### src/rtl/mem_arbiter_pkg.sv
// Shared definitions for the two-master RAM arbiter.
//   arb_state_e  : sequencer states
//   M0 / M1      : master index constants (bit positions in grant/ready)
//   RD_LAT_MIN/MAX : legal range of the RAM read latency
//   cnt_width()  : width of the WAIT down-counter for a given latency
package mem_arb_pkg;

    typedef enum logic [1:0] {
        IDLE  = 2'd0,
        ISSUE = 2'd1,
        WAIT  = 2'd2,
        RESP  = 2'd3
    } arb_state_e;

    localparam int M0 = 0;
    localparam int M1 = 1;

    localparam int RD_LAT_MIN = 1;
    localparam int RD_LAT_MAX = 4;

    function automatic int cnt_width(input int lat);
        return (lat > 1) ? $clog2(lat) : 1;
    endfunction

endpackage

### src/rtl/mem_arbiter_if.sv
// Bus bundle between the arbiter, its two masters and the RAM.
//   slave  : arbiter view (takes requests and RAM read data, drives
//            responses, RAM controls, grant and busy)
//   master : environment view (masters plus RAM)
interface mem_arbiter_if #(
    parameter int ADDR_W = 13,
    parameter int DATA_W = 32
);
    logic              m0_req,   m1_req;
    logic              m0_we,    m1_we;
    logic [ADDR_W-1:0] m0_addr,  m1_addr;
    logic [DATA_W-1:0] m0_wdata, m1_wdata;
    logic [DATA_W-1:0] m0_rdata, m1_rdata;
    logic              m0_ready, m1_ready;

    logic              ram_we;
    logic [ADDR_W-3:0] ram_addr;
    logic [DATA_W-1:0] ram_din;
    logic [DATA_W-1:0] ram_dout;

    logic [1:0]        grant;
    logic              busy;

    modport slave (
        input  m0_req, m1_req, m0_we, m1_we, m0_addr, m1_addr,
               m0_wdata, m1_wdata, ram_dout,
        output m0_rdata, m1_rdata, m0_ready, m1_ready,
               ram_we, ram_addr, ram_din, grant, busy
    );

    modport master (
        output m0_req, m1_req, m0_we, m1_we, m0_addr, m1_addr,
               m0_wdata, m1_wdata, ram_dout,
        input  m0_rdata, m1_rdata, m0_ready, m1_ready,
               ram_we, ram_addr, ram_din, grant, busy
    );
endinterface

### src/rtl/mem_arbiter_rr_pick2.sv
// Combinational two-way winner pick.
//   req        : request vector, bit i = master i
//   last_grant : index of the master served last
//   rr_en      : 1 = alternate on ties, 0 = master 0 always wins ties
//   win        : one-hot winner, 00 when nobody requests
module rr_pick2
    import mem_arb_pkg::*;
(
    input  logic [1:0] req,
    input  logic       last_grant,
    input  logic       rr_en,
    output logic [1:0] win
);

    always_comb begin
        win = req;
        if (req == 2'b11) begin
            if (rr_en && (last_grant == 1'(M0))) begin
                win = 2'b10;
            end else begin
                win = 2'b01;
            end
        end
    end

endmodule

### src/rtl/mem_arbiter.sv
// Two-master arbiter / sequencer for a single-port word RAM.
//   clk   : rising-edge clock
//   reset : asynchronous active-low reset
//   bus   : mem_arbiter_if.slave -- master requests/responses, RAM
//           address/we/din/dout, one-hot grant and busy
//
// state | meaning
// IDLE  | no owner; sample requests and latch the winner's command
// ISSUE | one cycle with address/data on the RAM, ram_we = latched we
// WAIT  | RD_LAT cycles for read data; capture ram_dout at the end
// RESP  | one-cycle ready pulse to the owner; remember it as last owner
module mem_arbiter
    import mem_arb_pkg::*;
#(
    parameter int ADDR_W = 13,
    parameter int DATA_W = 32,
    parameter int RD_LAT = 1,
    parameter int RR_EN  = 1
) (
    input  logic              clk,
    input  logic              reset,
    mem_arbiter_if.slave      bus
);

    // Out-of-range latencies saturate to the nearest legal value.
    localparam int LAT     = (RD_LAT < RD_LAT_MIN) ? RD_LAT_MIN :
                             (RD_LAT > RD_LAT_MAX) ? RD_LAT_MAX : RD_LAT;
    localparam int CNT_W   = cnt_width(LAT);
    localparam int WADDR_W = ADDR_W - 2;

    arb_state_e          state_q,      state_d;
    logic [1:0]          grant_q,      grant_d;
    logic                last_grant_q, last_grant_d;
    logic                ram_we_q,     ram_we_d;
    logic [WADDR_W-1:0]  ram_addr_q,   ram_addr_d;
    logic [DATA_W-1:0]   ram_din_q,    ram_din_d;
    logic [DATA_W-1:0]   rdata_q,      rdata_d;
    logic [1:0]          ready_q,      ready_d;
    logic [CNT_W-1:0]    cnt_q,        cnt_d;
    logic [1:0]          win;

    // Byte-lane bits of the master addresses are intentionally dropped.
    logic unused_addr_bits;
    assign unused_addr_bits = ^{bus.m0_addr[1:0], bus.m1_addr[1:0]};

    rr_pick2 u_pick (
        .req        ({bus.m1_req, bus.m0_req}),
        .last_grant (last_grant_q),
        .rr_en      (RR_EN != 0),
        .win        (win)
    );

    always_comb begin
        state_d      = state_q;
        grant_d      = grant_q;
        last_grant_d = last_grant_q;
        ram_we_d     = 1'b0;
        ram_addr_d   = ram_addr_q;
        ram_din_d    = ram_din_q;
        rdata_d      = rdata_q;
        ready_d      = 2'b00;
        cnt_d        = cnt_q;

        case (state_q)
            IDLE: begin
                if (win != 2'b00) begin
                    grant_d = win;
                    state_d = ISSUE;
                    if (win[M1]) begin
                        ram_we_d   = bus.m1_we;
                        ram_addr_d = bus.m1_addr[ADDR_W-1:2];
                        ram_din_d  = bus.m1_wdata;
                    end else begin
                        ram_we_d   = bus.m0_we;
                        ram_addr_d = bus.m0_addr[ADDR_W-1:2];
                        ram_din_d  = bus.m0_wdata;
                    end
                end
            end
            ISSUE: begin
                // ram_we_q still holds the latched command type here.
                if (ram_we_q) begin
                    state_d = RESP;
                    ready_d = grant_q;
                end else begin
                    state_d = WAIT;
                    cnt_d   = CNT_W'(LAT - 1);
                end
            end
            WAIT: begin
                if (cnt_q == '0) begin
                    state_d = RESP;
                    rdata_d = bus.ram_dout;
                    ready_d = grant_q;
                end else begin
                    cnt_d = cnt_q - CNT_W'(1);
                end
            end
            RESP: begin
                state_d      = IDLE;
                grant_d      = 2'b00;
                last_grant_d = grant_q[M1];
            end
            default: state_d = IDLE;
        endcase
    end

    always_ff @(posedge clk or negedge reset) begin
        if (!reset) begin
            state_q      <= IDLE;
            grant_q      <= 2'b00;
            last_grant_q <= 1'(M1);
            ram_we_q     <= 1'b0;
            ram_addr_q   <= '0;
            ram_din_q    <= '0;
            rdata_q      <= '0;
            ready_q      <= 2'b00;
            cnt_q        <= '0;
        end else begin
            state_q      <= state_d;
            grant_q      <= grant_d;
            last_grant_q <= last_grant_d;
            ram_we_q     <= ram_we_d;
            ram_addr_q   <= ram_addr_d;
            ram_din_q    <= ram_din_d;
            rdata_q      <= rdata_d;
            ready_q      <= ready_d;
            cnt_q        <= cnt_d;
        end
    end

    assign bus.ram_we   = ram_we_q;
    assign bus.ram_addr = ram_addr_q;
    assign bus.ram_din  = ram_din_q;
    assign bus.m0_rdata = rdata_q;
    assign bus.m1_rdata = rdata_q;
    assign bus.m0_ready = ready_q[M0];
    assign bus.m1_ready = ready_q[M1];
    assign bus.grant    = grant_q;
    assign bus.busy     = (state_q != IDLE);

endmodule

### src/flat_wrapper.sv
// flat-port wrapper written by rule: the top's interface ports become plain ports
module mem_arbiter_flat import mem_arb_pkg::*;
#(
    parameter int ADDR_W = 13,
    parameter int DATA_W = 32,
    parameter int RD_LAT = 1,
    parameter int RR_EN  = 1
)
  (clk, reset, bus_m0_req, bus_m1_req, bus_m0_we, bus_m1_we, bus_m0_addr, bus_m1_addr, bus_m0_wdata, bus_m1_wdata, bus_ram_dout, bus_m0_rdata, bus_m1_rdata, bus_m0_ready, bus_m1_ready, bus_ram_we, bus_ram_addr, bus_ram_din, bus_grant, bus_busy);
  mem_arbiter_if #(.ADDR_W(ADDR_W), .DATA_W(DATA_W)) bus_i ();
  input  logic clk;
  input  logic reset;
  input wire logic [$bits(bus_i.m0_req)-1:0] bus_m0_req;
  input wire logic [$bits(bus_i.m1_req)-1:0] bus_m1_req;
  input wire logic [$bits(bus_i.m0_we)-1:0] bus_m0_we;
  input wire logic [$bits(bus_i.m1_we)-1:0] bus_m1_we;
  input wire logic [$bits(bus_i.m0_addr)-1:0] bus_m0_addr;
  input wire logic [$bits(bus_i.m1_addr)-1:0] bus_m1_addr;
  input wire logic [$bits(bus_i.m0_wdata)-1:0] bus_m0_wdata;
  input wire logic [$bits(bus_i.m1_wdata)-1:0] bus_m1_wdata;
  input wire logic [$bits(bus_i.ram_dout)-1:0] bus_ram_dout;
  output wire logic [$bits(bus_i.m0_rdata)-1:0] bus_m0_rdata;
  output wire logic [$bits(bus_i.m1_rdata)-1:0] bus_m1_rdata;
  output wire logic [$bits(bus_i.m0_ready)-1:0] bus_m0_ready;
  output wire logic [$bits(bus_i.m1_ready)-1:0] bus_m1_ready;
  output wire logic [$bits(bus_i.ram_we)-1:0] bus_ram_we;
  output wire logic [$bits(bus_i.ram_addr)-1:0] bus_ram_addr;
  output wire logic [$bits(bus_i.ram_din)-1:0] bus_ram_din;
  output wire logic [$bits(bus_i.grant)-1:0] bus_grant;
  output wire logic [$bits(bus_i.busy)-1:0] bus_busy;
  assign bus_i.m0_req = bus_m0_req;
  assign bus_i.m1_req = bus_m1_req;
  assign bus_i.m0_we = bus_m0_we;
  assign bus_i.m1_we = bus_m1_we;
  assign bus_i.m0_addr = bus_m0_addr;
  assign bus_i.m1_addr = bus_m1_addr;
  assign bus_i.m0_wdata = bus_m0_wdata;
  assign bus_i.m1_wdata = bus_m1_wdata;
  assign bus_i.ram_dout = bus_ram_dout;
  assign bus_m0_rdata = bus_i.m0_rdata;
  assign bus_m1_rdata = bus_i.m1_rdata;
  assign bus_m0_ready = bus_i.m0_ready;
  assign bus_m1_ready = bus_i.m1_ready;
  assign bus_ram_we = bus_i.ram_we;
  assign bus_ram_addr = bus_i.ram_addr;
  assign bus_ram_din = bus_i.ram_din;
  assign bus_grant = bus_i.grant;
  assign bus_busy = bus_i.busy;
  mem_arbiter #(.ADDR_W(ADDR_W), .DATA_W(DATA_W), .RD_LAT(RD_LAT), .RR_EN(RR_EN)) u_core (.clk(clk), .reset(reset), .bus(bus_i));
endmodule
### config.mk
export PLATFORM = sky130hd
export DESIGN_NAME = mem_arbiter_flat
export DESIGN_NICKNAME = d
export VERILOG_FILES = /design/src/rtl/mem_arbiter_pkg.sv /design/src/rtl/mem_arbiter_if.sv /design/src/rtl/mem_arbiter_rr_pick2.sv /design/src/rtl/mem_arbiter.sv /design/src/flat_wrapper.sv
export SDC_FILE = /design/constraint.sdc
export NUM_CORES = 1
export LEC_CHECK = 0
export CAP_MARGIN = 20
export CORE_UTILIZATION = 34
export DETAILED_ROUTE_END_ITERATION = 12
export GPL_TIMING_DRIVEN = 0
export PLACE_DENSITY = 0.77
export SKIP_CTS_REPAIR_TIMING = 1
export SYNTH_ARGS = -nofsm -noshare
export SYNTH_HDL_FRONTEND = slang
export SYNTH_SLANG_ARGS = --single-unit
### constraint.sdc
create_clock -name clk -period 1.7 [get_ports clk]
set_clock_uncertainty 0.1 [all_clocks]
set_input_delay 0.34 -clock clk [delete_from_list [all_inputs] [get_ports clk]]
set_output_delay 0.34 -clock clk [all_outputs]
set_load 0.005 [all_outputs]
==> results.py, run 1 <==
metrics = {
    "yosys": {
        "synth_edf_count": 0,
        "ys_seq_area_frac": 0.5192,
        "synth.area.top_cells": "dfrtp_1 (51%), mux2_2 (9.6%), a21oi_2 (8.5%)",
        "async_flop_share": 1.000,
        "synth_top_cells_by_count": "dfrtp_1 (82), a21oi_1 (48), nor2_1 (46)",
        "synth_top_family_by_area": "compound AO/OA/AOI/OAI gates",
        "synth_warnings": 0,
        "synth-xor-area-share": 0,
        "synth_top_area_frac": 0.5127,
        "ys.flop_type": "dfrtp_1",
        "synth_cell_types": 27,
        "syn_inst": 375,
        "synth_nets": 507,
        "synth-seq-cells": 83,
        "avgSynthCellArea_sq_um": 10.67,
        "yosysMostFrequentCell": "dfrtp_1",
        "yosys.area.top_type": "dfrtp_1",
        "synth_fa_ha_area_frac": 0.01250,
        "muxShareOfSynthArea": 0.09816,
        "synth-compound-area-share": 0.1701,
        "syn-cell-area_sq_um": 4003,
        "synth_simple_gate_area_frac": 0.09347,
    },
    "cts": {
        "path_clk_slew_ps": 70,
        "cts_tree": "yes",
        "cts-root-buf": "clkbuf_16",
        "numCtsBuffers": 9,
        "cts_sinks": 83,
        "clockBufferDepth": 2,
        "clk_latency_ps": 330,
        "h-tree-depth": 3,
    },
    "setup_path": {
        "r2r_slack_ps": 90,
        "critPathArrivalTime_ps": 1260,
        "worstPathRequired_ps": 1260,
        "crit_family": "flip-flops",
        "cp_num_buf_inv": 3,
        "slowest_stage": "dfrtp_2",
        "crit_type": "flop to primary output",
        "r2r_cells": 4,
        "r2r-end": "u_core.bus.m0_rdata[14]",
        "r2r_start": "u_core.state_q[0]",
        "endpoint_kind": "primary output",
        "crit_chain": "inv_2, ha_4, inv_4, buf_2",
        "path_max_fanout": 6,
        "max_stage_delay_ps": 440,
        "cp-start-kind": "flop",
    },
    "timing": {
        "worstMarginPinSlew_ps": 498.3,
        "relSlewSlack": 0.6677,
        "fmax_ghz": 0.5893,
        "fin_crit_ps": 1697,
        "rsz0062_at_grt": "yes",
        "finalHoldViolCount": 0,
        "drv_slew": 0,
        "finalSetupViolCount": 0,
        "period_share": 0.9983,
        "tns_ps": 0,
    },
    "layout": {
        "fill_cells": 950,
        "multi_input_area_sq_um": 1518,
        "layout-drive-gt1-share": 0.2660,
        "fin_nets": 766,
        "syn2layout_area_growth_pct": 77.84,
        "seqCellArea_sq_um": 2079,
        "final_area_sq_um": 7118,
    },
    "routing": {
        "drt-initial-drc-count": 121,
        "dr_wl_met2_mm": 5.825,
        "drtAntennaViolNets": 0,
        "drc": 0,
        "routedWlPerCell_microns": 14.68,
        "met1Wirelength_mm": 4.652,
        "wl_met3_microns": 893,
        "highest_layer": "met4",
        "viasPerCell": 4.640,
        "wl_mm": 11.49,
        "first_pass_iters": 4,
        "num_vias": 3633,
    },
    "run": {
        "cap_violations": 0,
    },
    "power": {
        "p_per_area_nw_per_um2": 1722,
        "ir_drop_mv": 0.9708,
        "power_uw": 12260,
        "leakage_uw": 0.003358,
    },
    "floorplanning": {
        "start_util": 0.3490,
        "fp.dieH_microns": 110.5,
        "core-area_sq_um": 11470,
        "die_area_sq_um": 12210,
        "die_w_microns": 110.5,
        "ioPinCount": 241,
        "rows": 39,
    },
    "place": {
        "port_buffers": 235,
        "place_area_sq_um": 6559,
        "place_congestion": 0.7875,
        "dp_hpwl_mm": 8.735,
    },
    "grt": {
        "track_usage": 0.1836,
        "grt_overflow": 0,
        "grt_pass1_vias": 3669,
        "grt_max_degree": 54,
        "grt_pass1_wl_mm": 17.97,
        "antenna_found_initial": 1,
    },
    "worst_hold_path": {
        "holdCritStartpoint": "bus_m0_req",
        "min_path_type": "input pin to flop",
        "hold_end": "u_core.bus.grant[0]",
        "holdPathStages": 3,
    },
    "outcome": {
        "status": "finished clean",
    },
}
[per-layer routing]
layer,global-route usage,up-vias
li1,-,1744
met1,0.2117,1719
met2,0.3263,160
met3,0.05214,10
met4,0.05867,0
met5,0,-
[tightest hold or removal path, cell delays in order]
cell and delay, ps:
buf_6 110, o32a_1 160, o21ai_0 80
[flip-flops by register name (all words and copies together) (netlist names)]
signal / count
u_core.last_grant_q: 1
u_core.bus.ram_din: 32
u_core.bus.ram_we: 1
u_core.bus.m0_rdata: 32
u_core.bus.ram_addr: 11
u_core.bus.grant: 2
u_core.state_q: 2
u_core.ready_q: 2
[logic make-up (layout without fill, tap and decap cells)]
logic type,after synthesis,count (layout)
AO/OA/AOI/OAI,97,97
adder cells (fa/ha/maj),4,4
buffers and inverters,60,324
flip-flops,83,83
multiplexers,35,35
other,0,1
AND/OR/NAND/NOR,96,96
[report_power, final]
| part | total (uW) | switching (uW) | internal [uW] |
|---|---|---|---|
| registers | 3640 | 660 | 2980 |
| clock network | 1900 | 865 | 1030 |
| logic | 6720 | 2410 | 4310 |
| total | 12300 | 3930 | 8330 |
[metrics by stage]
| step | std cells | hold slack (ps) | setup WS (ps) | util |
|---|---|---|---|---|
| global route | 783 | 328.4 | -54.09 | 0.6207 |
| finish | 783 | 312.9 | 2.949 | 0.6207 |
| global placement | 753 | 399.9 | -2886 | 0.5698 |
| floorplan | 375 | -55.59 | 82.52 | - |
| detailed placement | 754 | 203.7 | -317.7 | 0.5720 |
| CTS | 770 | -159.5 | -694.7 | 0.5974 |
[worst max path at each step]
| stage | startpoint | end | depth (start not counted) |
|---|---|---|---|
| after detailed placement | u_core.state_q[0] | bus_busy | 4 |
| after global placement | reset | u_core.bus.m0_rdata[16] | 1 |
| final | u_core.state_q[1] | bus_busy | 4 |
| after global routing | u_core.state_q[0] | bus_busy | 4 |
| after CTS | u_core.state_q[0] | bus_busy | 4 |
| after floorplan | u_core.state_q[0] | u_core.bus.m0_rdata[10] | 5 |
[placed cells by master (no fill, tap or decap), types with 2 or more instances in the layout]
| master | count |
|---|---|
| clkdlybuf4s50_1 | 187 |
| mux2_2 | 34 |
| inv_8 | 2 |
| clkbuf_4 | 3 |
| ha_1 | 2 |
| clkbuf_16 | 9 |
| a21oi_1 | 48 |
| dlymetal6s2s_1 | 46 |
| inv_6 | 4 |
| o21ai_0 | 3 |
| a21oi_2 | 39 |
| inv_2 | 2 |
| buf_4 | 50 |
| nand2_1 | 45 |
| nor2_1 | 46 |
| buf_2 | 4 |
| buf_6 | 11 |
| inv_1 | 2 |
| dfrtp_1 | 81 |
[final cells by class]
type / instances / share of cell area
clock buffers: 9 / 0.03164
repair buffers: 249 / 0.3635
clock inverters: 7 / 0.009316
diodes: 1 / 0.0003516
multi-input cells: 232 / 0.2132
inverters: 5 / 0.002988
flip-flops and latches: 83 / 0.2921
plain buffers: 54 / 0.06170
well taps: 143 / 0.02514
(Power assumes the default switching activity.)
==> inputs of run 2 (changes only) <==
--- a/config.mk
+++ b/config.mk
@@ -6,10 +6,12 @@
 export NUM_CORES = 1
 export LEC_CHECK = 0
 export CAP_MARGIN = 20
-export CORE_UTILIZATION = 34
+export CELL_PAD_IN_SITES_DETAIL_PLACEMENT = 0
+export CELL_PAD_IN_SITES_GLOBAL_PLACEMENT = 1
+export CORE_UTILIZATION = 24
 export DETAILED_ROUTE_END_ITERATION = 12
 export GPL_TIMING_DRIVEN = 0
-export PLACE_DENSITY = 0.77
+export PLACE_DENSITY_LB_ADDON = 0.1
 export SKIP_CTS_REPAIR_TIMING = 1
 export SYNTH_ARGS = -nofsm -noshare
 export SYNTH_HDL_FRONTEND = slang
==> run 2 against run 1 <==
Hold slack worse by 25 ps. Largest cell class unchanged. Utilization is 17 points lower. First-iteration DRC count is 21% lower. Register-to-register slack better by 20 ps. Power is 0.88% lower. Via count is 1.3% lower. Wire length is 9.4% higher. Combinational power hardly changed. Global-route usage is 3.7 points lower. Maximum frequency is 1.4% higher. Sequential cell count stayed put. Highest routed layer is now met5. Sequential power is 1% lower.
==> results.py, run 2 (synthesis results as in run 1) <==
metrics = {
    "routing": {
        "routedWlPerCell_microns": 14.65,
        "wl_mm": 12.57,
        "viasPerCell": 4.179,
        "drt-initial-drc-count": 95,
        "drtAntennaViolNets": 0,
        "first_pass_iters": 4,
        "drc": 0,
        "num_vias": 3586,
    },
    "setup_path": {
        "r2r_cells": 7,
        "r2r_slack_ps": 110,
        "worstPathRequired_ps": 1260,
        "endpoint_kind": "primary output",
        "crit_type": "flop to primary output",
        "path_max_fanout": 6,
        "cp-start-kind": "flop",
        "critPathArrivalTime_ps": 1230,
    },
    "cts": {
        "clockBufferDepth": 2,
        "numCtsBuffers": 9,
        "path_clk_slew_ps": 70,
        "h-tree-depth": 3,
        "cts_sinks": 83,
        "cts_tree": "yes",
        "clk_latency_ps": 340,
        "cts-root-buf": "clkbuf_16",
    },
    "timing": {
        "period_share": 0.9841,
        "rsz0062_at_grt": "yes",
        "fmax_ghz": 0.5977,
        "worstMarginPinSlew_ps": 526.5,
        "fin_crit_ps": 1673,
        "finalHoldViolCount": 0,
        "finalSetupViolCount": 0,
        "relSlewSlack": 0.6490,
        "drv_slew": 0,
        "tns_ps": 0,
    },
    "place": {
        "port_buffers": 235,
        "place_congestion": 0.7181,
        "place_area_sq_um": 6650,
        "place_inst": 827,
        "dp_hpwl_mm": 8.879,
    },
    "worst_hold_path": {
        "min_path_type": "input pin to flop",
        "holdPathStages": 3,
    },
    "grt": {
        "track_usage": 0.1461,
        "grt_max_degree": 50,
        "antenna_found_initial": 1,
        "grt_pass1_wl_mm": 19.86,
        "grt_pass1_vias": 3603,
        "grt_overflow": 0,
    },
    "layout": {
        "layout.cells.non_filler": 858,
        "insertedDiodeCount": 0,
        "final_cell_mix": "clkdlybuf4s50_1 (166), dfrtp_1 (82), dlymetal6s2s_1 (67)",
        "layout-drive-gt1-share": 0.2664,
        "fin_nets": 770,
        "layout_commonest_cell": "clkdlybuf4s50_1",
        "syn2layout_area_growth_pct": 81.43,
        "final_core_util": 0.4522,
        "final_area_sq_um": 7262,
    },
    "outcome": {
        "status": "finished clean",
    },
    "floorplanning": {
        "core-area_sq_um": 16060,
        "die_area_sq_um": 17200,
        "ioPinCount": 241,
        "rows": 46,
        "fp.dieH_microns": 131.1,
        "start_util": 0.2493,
        "die_w_microns": 131.1,
    },
    "power": {
        "p_per_area_nw_per_um2": 1673,
        "ir_drop_mv": 0.5715,
        "leakage_uw": 0.003556,
    },
    "run": {
        "cap_violations": 0,
    },
}
-- run 2: cell count changes in the layout (fill, tap and decap cells not counted), sizes merged --
cell / delta
clkbuf: +6
dlymetal6s2s: +21
clkinvlp: +1
diode: -1
clkdlybuf4s50: -21
clkinv: +2
inv: -6
-- run 2: per-stage QoR --
step,total power (uW),setup slack (ps),hold slack [ps]
floorplan,6646,82.52,-55.59
global placement,10200,-3291,400.0
detailed placement,10300,-296.9,252.3
CTS,12240,-663.8,-118.7
global route,13070,-37.70,295.0
finish,12150,26.95,288.1
-- run 2: area by class of cell --
cell class	instances	area [sq um]
fill	1487	8796
buffer	54	425.4
sequential	83	2078
timing repair buffer	253	2670
clock inverter	4	26.28
multi-input combinational	232	1518
tap	216	270.3
clock buffer	11	252.7
inverter	5	21.27
-- run 2: final timing paths --
check / start / to
setup / recovery: u_core.state_q[0] / bus_busy
hold / removal: bus_m0_req / u_core.bus.grant[0]
setup reg to reg: u_core.state_q[0] / u_core.bus.ram_din[15]
hold reg to reg: u_core.bus.ram_din[21] / u_core.bus.ram_din[21]
max in group asynchronous: reset / u_core.last_grant_q
min in group asynchronous: reset / u_core.bus.m0_rdata[21]
-- run 2: critical path, stage by stage (launching register included) --
cell	delay [ps]
dfrtp_1	410
inv_2	110
ha_4	200
inv_4	60
clkbuf_2	130
-- run 2: where the power goes --
part | total (uW) | internal (uW) | switching, uW
Combinational | 6690 | 4250 | 2440
Sequential | 3590 | 2980 | 609
Clock | 1870 | 1060 | 814
-- run 2: routing by layer --
| metal | up-vias | GRT usage | wire length (microns) |
|---|---|---|---|
| li1 | 1754 | - | - |
| met1 | 1666 | 0.1842 | 5608 |
| met2 | 152 | 0.2281 | 5730 |
| met3 | 12 | 0.05170 | 1072 |
| met4 | 2 | 0.05490 | 146 |
| met5 | - | 0 | 13 |
==> inputs of run 3 (changes only) <==
--- a/config.mk
+++ b/config.mk
@@ -15,4 +15,5 @@
 export SKIP_CTS_REPAIR_TIMING = 1
 export SYNTH_ARGS = -nofsm -noshare
 export SYNTH_HDL_FRONTEND = slang
+export SYNTH_HIERARCHICAL = 1
 export SYNTH_SLANG_ARGS = --single-unit
==> run 3 against run 2 <==
The run now ends with setup timing left. Largest power group unchanged. Largest cell class unchanged. Sequential power up 2%. Final cell count down 3.0%. Via count down 4.5%. Power up 4.5%.
==> results.py, run 3 <==
metrics = {
    "yosys": {
        "synth_top_cells_by_count": "dfrtp_1 (82), nand2_1 (48), mux2i_1 (44), o21ai_1 (44), buf_4 (34)",
        "synth_edf_count": 0,
        "yosys.area.top_type": "dfrtp_1",
        "synth_top_area_frac": 0.5270,
        "synth_warnings": 6,
        "syn-cell-area_sq_um": 3894,
        "synth-seq-cells": 83,
        "ys_seq_area_frac": 0.5337,
        "avgSynthCellArea_sq_um": 11.73,
        "yosysMostFrequentCell": "dfrtp_1",
        "async_flop_share": 1.000,
        "synth_cell_types": 25,
        "syn_inst": 332,
        "ys.flop_type": "dfrtp_1",
        "synth_nets": 466,
        "synth.area.top_cells": "dfrtp_1 (53%), mux2i_1 (11%), mux2_1 (8.7%)",
    },
    "timing": {
        "postLayoutSetupSlackWorst_ps": -19.26,
        "holdWs_ps": 381.9,
        "finalSetupViolCount": 5,
        "finalHoldViolCount": 0,
        "period_share": 1.011,
        "fin_crit_ps": 1719,
        "fmax_ghz": 0.5816,
        "drv_slew": 0,
        "rsz0062_at_grt": "yes",
    },
    "power": {
        "leakage_uw": 0.004090,
        "ir_drop_mv": 0.5310,
        "p_per_area_nw_per_um2": 1630,
    },
    "floorplanning": {
        "start_util": 0.2451,
        "core-area_sq_um": 15890,
        "ioPinCount": 241,
        "die_w_microns": 129.4,
        "die_area_sq_um": 16740,
        "rows": 46,
        "fp.dieH_microns": 129.4,
    },
    "cts": {
        "cts-root-buf": "clkbuf_16",
        "cts_sinks": 83,
        "numCtsBuffers": 9,
        "cts_tree": "yes",
        "clk_latency_ps": 340,
        "h-tree-depth": 3,
        "path_clk_slew_ps": 60,
        "clockBufferDepth": 2,
    },
    "run": {
        "cap_violations": 0,
    },
    "layout": {
        "final_cell_mix": "clkdlybuf4s50_1 (152), dlymetal6s2s_1 (82), dfrtp_1 (80)",
        "syn2layout_area_growth_pct": 100.0,
        "multi_input_area_sq_um": 1657,
        "fin_nets": 745,
        "final_core_util": 0.4903,
        "insertedDiodeCount": 0,
        "layout_commonest_cell": "clkdlybuf4s50_1",
        "layout-drive-gt1-share": 0.2614,
        "fill_cells": 1455,
        "seqCellArea_sq_um": 2081,
        "final_area_sq_um": 7789,
        "layout.cells.non_filler": 832,
    },
    "setup_path": {
        "endpoint_kind": "flop",
        "r2r_slack_ps": -20,
        "crit_type": "flop to flop",
        "r2r_start": "u_core/last_grant_q",
        "path_max_fanout": 7,
        "r2r-end": "u_core/bus.ram_din[29]",
        "worstPathRequired_ps": 1860,
        "cp-start-kind": "flop",
        "r2r_cells": 8,
        "critPathArrivalTime_ps": 1880,
    },
    "routing": {
        "num_vias": 3426,
        "first_pass_iters": 4,
        "routedWlPerCell_microns": 14.11,
        "wl_mm": 11.74,
        "viasPerCell": 4.118,
        "drt-initial-drc-count": 87,
        "drtAntennaViolNets": 0,
        "drc": 0,
    },
    "place": {
        "place_area_sq_um": 6551,
        "place_inst": 785,
        "dp_hpwl_mm": 8.436,
        "port_buffers": 236,
        "dp_slack_ps": -603.3,
        "place_congestion": 0.6808,
    },
    "outcome": {
        "status": "finished, violations left",
        "violations": "setup timing",
    },
    "grt": {
        "grt_max_degree": 52,
        "grt_pass1_vias": 3132,
        "grt_overflow": 0,
        "track_usage": 0.1345,
        "antenna_found_initial": 0,
        "grt_pass1_wl_mm": 16.88,
    },
    "worst_hold_path": {
        "holdCritStartpoint": "u_core/bus.ram_addr[7]",
        "holdPathStages": 2,
        "hold_end": "u_core/bus.ram_addr[7]",
        "min_path_type": "flop to flop",
    },
}
==> run 3: cell types whose count changed after synthesis, sizes merged, moves of 2 or more <==
cell,change
a31oi,+2
nand2,+3
ha,+2
buf,-6
mux2i,+43
nor2,-44
o21ai,+42
a21oi,-83
==> run 3: cells by family after synthesis <==
family | synth area share
adders and majority gates | 0.01928
other | 0.0009631
DFF | 0.5337
muxes | 0.2085
buffers and inverters | 0.1015
and+or+nand+nor | 0.05945
AOI/OAI and AO/OA | 0.07648
==> run 3: final cells by class <==
class | count | share of cell area
clock inverters | 5 | 0.01285
repair buffers | 268 | 0.3777
clock buffers | 11 | 0.03116
flip-flops and latches | 83 | 0.2671
multi-input cells | 194 | 0.2127
inverters | 5 | 0.002731
plain buffers | 50 | 0.06104
well taps | 216 | 0.03470
==> run 3: layer usage <==
| metal | GRT usage | vias up | share of wire | wire, microns |
|---|---|---|---|---|
| met5 | 0 | - | 0 | 0 |
| met3 | 0.06069 | 8 | 0.11 | 1235 |
| li1 | - | 1663 | - | - |
| met2 | 0.2226 | 148 | 0.49 | 5701 |
| met4 | 0.04567 | 0 | 0.010 | 117 |
| met1 | 0.1538 | 1607 | 0.40 | 4688 |
==> run 3: worst max path at each step <==
| stage | startpoint | endpoint | depth (start not counted) |
|---|---|---|---|
| floorplan | u_core/state_q[0] | u_core/state_q[0] | 5 |
| global placement | reset | u_core/bus.ram_din[24] | 1 |
| detailed placement | bus_m0_req | u_core/bus.ram_din[21] | 6 |
| CTS | u_core/state_q[0] | bus_busy | 4 |
| global route | u_core/last_grant_q | u_core/bus.ram_din[29] | 8 |
| finish | u_core/last_grant_q | u_core/bus.ram_din[29] | 8 |
==> run 3: report_power, final <==
group | switching, uW | internal (uW) | leakage, uW
clock network | 801 | 1470 | 0.000169
logic | 2310 | 4440 | 0.00292
registers | 694 | 2970 | 0.00100
total | 3810 | 8890 | 0.00409
==> run 3: stage by stage <==
| stage | TNS [ps] | power, uW |
|---|---|---|
| final | -46.99 | 12690 |
| after floorplan | 0 | 5961 |
| after global routing | -1522 | 13580 |
| after global placement | -283110 | 9399 |
| after CTS | -15500 | 11830 |
| after detailed placement | -24560 | 9507 |
==> run 3: worst max-delay path: stages (launching register included) <==
cell and delay (ps):
dfstp_2 550, nor2b_4 50, o21a_4 230, o21ai_4 160
buf_12 140, buf_12 140, buf_8 140, nand2_1 50
o21ai_1 70
